File: config.mk
export PLATFORM = sky130hd
export DESIGN_NAME = demux_stream_ctrl
export DESIGN_NICKNAME = d
export VERILOG_FILES = /design/src/rtl/demux_stream_ctrl.sv
export SDC_FILE = /design/constraint.sdc
export NUM_CORES = 1
export LEC_CHECK = 0
export BUFFER_PORTS_ARGS = -buffer_cell sky130_fd_sc_hd__buf_2
export CORE_MARGIN = 5
export CORE_UTILIZATION = 30
export DETAILED_ROUTE_END_ITERATION = 8
export SLEW_MARGIN = 20
export SYNTH_ARGS = -nofsm -noshare
export SYNTH_HDL_FRONTEND = slang
export SYNTH_SLANG_ARGS = --single-unit
export TNS_END_PERCENT = 5
File: constraint.sdc
create_clock -name clk -period 1.75 [get_ports clk]
set_input_delay 0.35 -clock clk [delete_from_list [all_inputs] [get_ports clk]]
set_output_delay 0.35 -clock clk [all_outputs]
set_load 0.05 [all_outputs]
File: src/rtl/demux_stream_ctrl.sv
// demux_stream_ctrl: routes one valid/ready source to one of four valid/ready sinks through a one-entry holding register.
// Latency: a word accepted at edge N is presented after edge N and can be delivered at edge N+1; peak rate 1 word/cycle.
// Backpressure: while holding, in_ready follows the addressed sink's out_ready; a stalled sink blocks all traffic (head-of-line).
// Optional feature: define DEMUX_RR_EN to route by an internal round-robin pointer instead of in_dest.
module demux_stream_ctrl #(
  parameter int DATA_W = 8,
  parameter int CNT_W  = 8
) (
  input  logic                 clk,
  input  logic                 rst,
  input  logic [DATA_W-1:0]    in_data,
  input  logic [1:0]           in_dest,
  input  logic                 in_valid,
  output logic                 in_ready,
  output logic [DATA_W-1:0]    out_data,
  output logic [3:0]           out_valid,
  input  logic [3:0]           out_ready,
  output logic [1:0]           sel,
  output logic                 busy,
  output logic [4*CNT_W-1:0]   cnt_flat
);

  typedef enum logic {IDLE = 1'b0, HOLD = 1'b1} state_t;

  state_t            state, state_nxt;
  logic [DATA_W-1:0] data_q;
  logic [1:0]        sel_q;
  logic [1:0]        dest;
  logic [3:0]        vld_q, vld_nxt;
  logic              accept, deliver;

  // A delivery can only happen to the channel the holding register addresses.
  assign deliver  = (state == HOLD) & out_ready[sel_q];
  // Empty register always accepts; a full one accepts only when it drains this same cycle.
  assign in_ready = ~rst & ((state == IDLE) | out_ready[sel_q]);
  assign accept   = in_valid & in_ready;

`ifdef DEMUX_RR_EN
  logic [1:0] rr_ptr;
  logic       unused_dest;

  assign unused_dest = ^in_dest;
  assign dest        = rr_ptr;

  // Round-robin pointer advances once per accepted word, independent of sink readiness.
  always_ff @(posedge clk) begin
    if (rst) rr_ptr <= 2'd0;
    else if (accept) rr_ptr <= rr_ptr + 2'd1;
  end
`else
  assign dest = in_dest;
`endif

  // Next-state and next out_valid: a new word replaces the old one, a drain without refill empties.
  always_comb begin
    state_nxt = state;
    vld_nxt   = vld_q;
    case (state)
      IDLE: if (accept) state_nxt = HOLD;
      HOLD: if (deliver && !accept) state_nxt = IDLE;
      default: state_nxt = IDLE;
    endcase
    if (accept)       vld_nxt = 4'b0001 << dest;
    else if (deliver) vld_nxt = 4'b0000;
  end

  // Holding register and state; data/sel only change on accept so they stay stable while stalled.
  always_ff @(posedge clk) begin
    if (rst) begin
      state  <= IDLE;
      vld_q  <= 4'b0000;
      data_q <= '0;
      sel_q  <= 2'd0;
    end else begin
      state <= state_nxt;
      vld_q <= vld_nxt;
      if (accept) begin
        data_q <= in_data;
        sel_q  <= dest;
      end
    end
  end

  // Per-channel delivery counters, free-running wrap.
  for (genvar g = 0; g < 4; g++) begin : g_cnt
    logic [CNT_W-1:0] cnt;
    always_ff @(posedge clk) begin
      if (rst) cnt <= '0;
      else if (deliver && (sel_q == 2'(g))) cnt <= cnt + CNT_W'(1);
    end
    assign cnt_flat[g*CNT_W +: CNT_W] = cnt;
  end

  assign out_data  = data_q;
  assign out_valid = vld_q;
  assign sel       = sel_q;
  assign busy      = (state == HOLD);

endmodule

==> impl_metrics.json <==
{
  "hold_ws_ns": 0.294,
  "grt-ovfl-total": 0,
  "synthDistinctLibCells": 29,
  "period_minus_slack_ns": 1.75,
  "start_util_pct": 31.2,
  "cts_hold_buf": 0,
  "ios": 65,
  "drt_iter0_markers": 45,
  "dr.pass1.iters": 4,
  "grt_pass1_wl_um": 7540,
  "fin_setup_tns_ns": -0.000633,
  "root_buffer": "clkbuf_8",
  "vias": 1640,
  "crit_required_ns": 1.40,
  "cap_violations": 0,
  "clk_pin_slew_ns": 0.08,
  "clock.fmax_mhz": 571,
  "num_rows": 29,
  "holdPathEnd": "out_data[2]",
  "clock_latency_ns": 0.29,
  "numCtsBuffers": 5,
  "drive_above_1_share_pct": 33.7,
  "cts_sinks": 47,
  "nets": 297,
  "syn-cell-area_um2": 2010,
  "r2r_slack_ns": 0.14,
  "cp-start-kind": "register",
  "leakage_nw": 1.20,
  "rsz0062_at_grt": "true",
  "die_area_um2": 8430,
  "critPathSlowestCell": "dfxtp_4",
  "core-area_um2": 6420,
  "skew_ns": 0.00266,
  "p_seq_share_pct": 54.3,
  "first_global_vias": 1570,
  "synthAdderAreaFrac_pct": 2.49,
  "max_stage_delay_ns": 0.38,
  "setup.worst_path.class": "register to output port",
  "peakVddDrop_uv": 394,
  "ys_seq_area_share_pct": 46.9,
  "port_buffers": 64,
  "fin_crit_sh_pct": 100,
  "maxSlewViolCount": 0,
  "worstPathMaxFanout": 3,
  "cts_tree": "built",
  "area_growth_pct": 28.7,
  "setup_ws_ns": -0.000633,
  "p_clk_share_pct": 31.8,
  "synthCells": 207,
  "via_per_inst": 4.65,
  "reg2reg_depth": 6,
  "cp.arrival_ns": 1.40,
  "muxShareOfSynthArea_pct": 7.67,
  "dieHeight_um": 91.8,
  "p_int_mw": 1.51,
  "synth_seq_cells": 47,
  "worst_pin_slew_ns": 0.331,
  "grt_usage_pct": 10.9,
  "drtAntennaViolNets": 0,
  "status": "complete, but fails checks",
  "netSwitchingFraction_pct": 26.5,
  "hp-class": "primary input to register",
  "htreeDepth": 2,
  "switchingPower_uw": 542,
  "wire_per_inst_um": 12.8,
  "violations": "negative setup slack",
  "chipWidth_um": 91.8,
  "path_cells": "mux2i_4 > a22oi_2 > nor2b_4 > buf_6",
  "finalWirelength_um": 4530,
  "diodes": 0,
  "hold_path.startpoint": "in_data[2]",
  "hold_viol_final": 0,
  "ys_warn_count": 0,
  "synthXorXnorAreaFrac_pct": 12.2,
  "dp_hpwl_um": 3340,
  "setup_viol": 1,
  "syn_avg_cell_area_um2": 9.70,
  "r2r-start": "sel[1]",
  "p_per_area_nw_per_um2": 793,
  "pwr-share-comb_pct": 13.9,
  "maxSlewHeadroom_pct": 77.9,
  "synth_compound_area_share_pct": 4.43,
  "grt_start_max_net_pins": 22,
  "place_congestion": 0.748,
  "yosys.area_share.simple_pct": 22.6,
  "synth_top_family_by_area": "simple AND/OR/NAND/NOR gates",
  "critPathCaptureType": "output port",
  "ctsLongestPathBuffers": 2,
  "antenna_found_initial": 0,
  "drc": 0,
  "syn_nets": 228,
  "hold-path-cell-count": 3,
  "rr_endpoint": "out_data[6]"
}
-- area by class of cell --
type / count / area, um2
inverter: 3 / 11.3
tap: 77 / 96.3
fill: 665 / 3840
timing repair buffer: 73 / 407
clock inverter: 1 / 5.00
sequential: 47 / 950
clock buffer: 6 / 82.6
multi-input combinational: 146 / 1030
-- sequential cells by signal (all words and copies together), names as in the netlist --
register and cells:
busy 1, g_cnt.cnt 32, out_data 8, out_valid 4
sel 2
-- cell usage after synthesis --
master,number,share of area [%]
and3_1,4,1.2
a221oi_4,1,1.3
nor2_1,42,7.9
nand2_1,7,1.3
nor2b_1,3,0.94
inv_1,3,0.56
and4_1,4,1.7
ha_1,4,2.5
buf_6,1,0.56
and4b_2,1,0.56
a21oi_1,3,0.75
dfxtp_1,47,47
a32o_1,4,2.0
mux2i_1,14,7.0
buf_1,1,0.19
and2_1,4,1.2
and4bb_2,1,0.62
clkbuf_1,6,1.1
nand4_1,12,3.7
buf_2,2,0.50
mux2i_2,1,0.69
and4b_1,1,0.50
a22oi_1,1,0.37
nand3_1,9,2.2
buf_8,1,0.75
or2_2,1,0.31
nor4_1,1,0.31
xor2_1,22,9.6
xnor2_1,6,2.6
-- power by group through the flow --
stage | Combinational (mW) | Clock (mW) | Sequential, mW
CTS | 0.288 | 0.693 | 1.11
detailed placement | 0.264 | 0 | 1.14
global route | 0.305 | 0.733 | 1.12
global placement | 0.261 | 0 | 1.14
floorplan | 0.109 | 0 | 1.22
finish | 0.285 | 0.651 | 1.11
-- layout by cell type, fill, tap and decap left out, types with 2 or more instances in the layout --
cell,n
mux2i_4,2
dfxtp_1,44
and3_1,4
clkbuf_8,6
a32o_1,4
buf_2,63
and2_1,3
and4_1,4
inv_1,3
buf_4,8
dfxtp_4,2
nor2_1,42
nand2_1,7
a21oi_1,3
nand4_1,12
nand3_1,9
ha_1,4
xor2_1,22
xnor2_1,6
mux2i_1,13
-- critical path, delay by kind of cell, from the launching register on --
kind	cells	cell delay, ns
AND/OR/NAND/NOR	1	0.18
flip-flops	1	0.38
buffers and inverters	1	0.16
AO/OA/AOI/OAI	1	0.20
multiplexers	1	0.19
-- stage by stage --
step                cells  total power, mW  util, %  instance area, um2  worst slack (ns)
floorplan             207             1.33        -                2020           0.00817
global placement      342             1.40     37.7                2420             0.107
detailed placement    342             1.40     37.7                2420            0.0838
CTS                   353             2.09     40.2                2580          -0.00402
global route          353             2.15     40.2                2580           -0.0406
finish                353             2.05     40.2                2580         -0.000633
-- cells by family after synthesis --
kind of cell | after synthesis
AOI/OAI and AO/OA | 9
buffers and inverters | 14
and+or+nand+nor | 90
adders and majority gates | 4
muxes | 15
DFF | 47
xor gates and xnor gates | 28
-- per-layer routing --
layer,GRT usage [%],wire length [um],up-vias
li1,-,-,840
met1,14.1,2070,759
met2,17.5,2160,36
met3,3.27,254,5
met4,3.34,50,0
met5,0,0,-
-- how the worst max path moves through the flow --
stage | start | end | slack (ns) | cells past startpoint
global placement | out_ready[3] | in_ready | 0.11 | 5
finish | sel[1] | in_ready | -0.0006 | 4
detailed placement | out_ready[2] | in_ready | 0.08 | 5
CTS | sel[1] | in_ready | -0.004 | 4
floorplan | busy | in_ready | 0.008 | 3
global route | sel[0] | in_ready | -0.04 | 4
-- repair_timing --
item | in CTS | in global routing
cloned | 0 | 0
buffers inserted | 4 | 0
resized for setup | 10 | 1
endpoints found under the setup margin | 1 | 1
pin swaps | 1 | 0
Note: power is estimated with default switching activity, not from simulation.
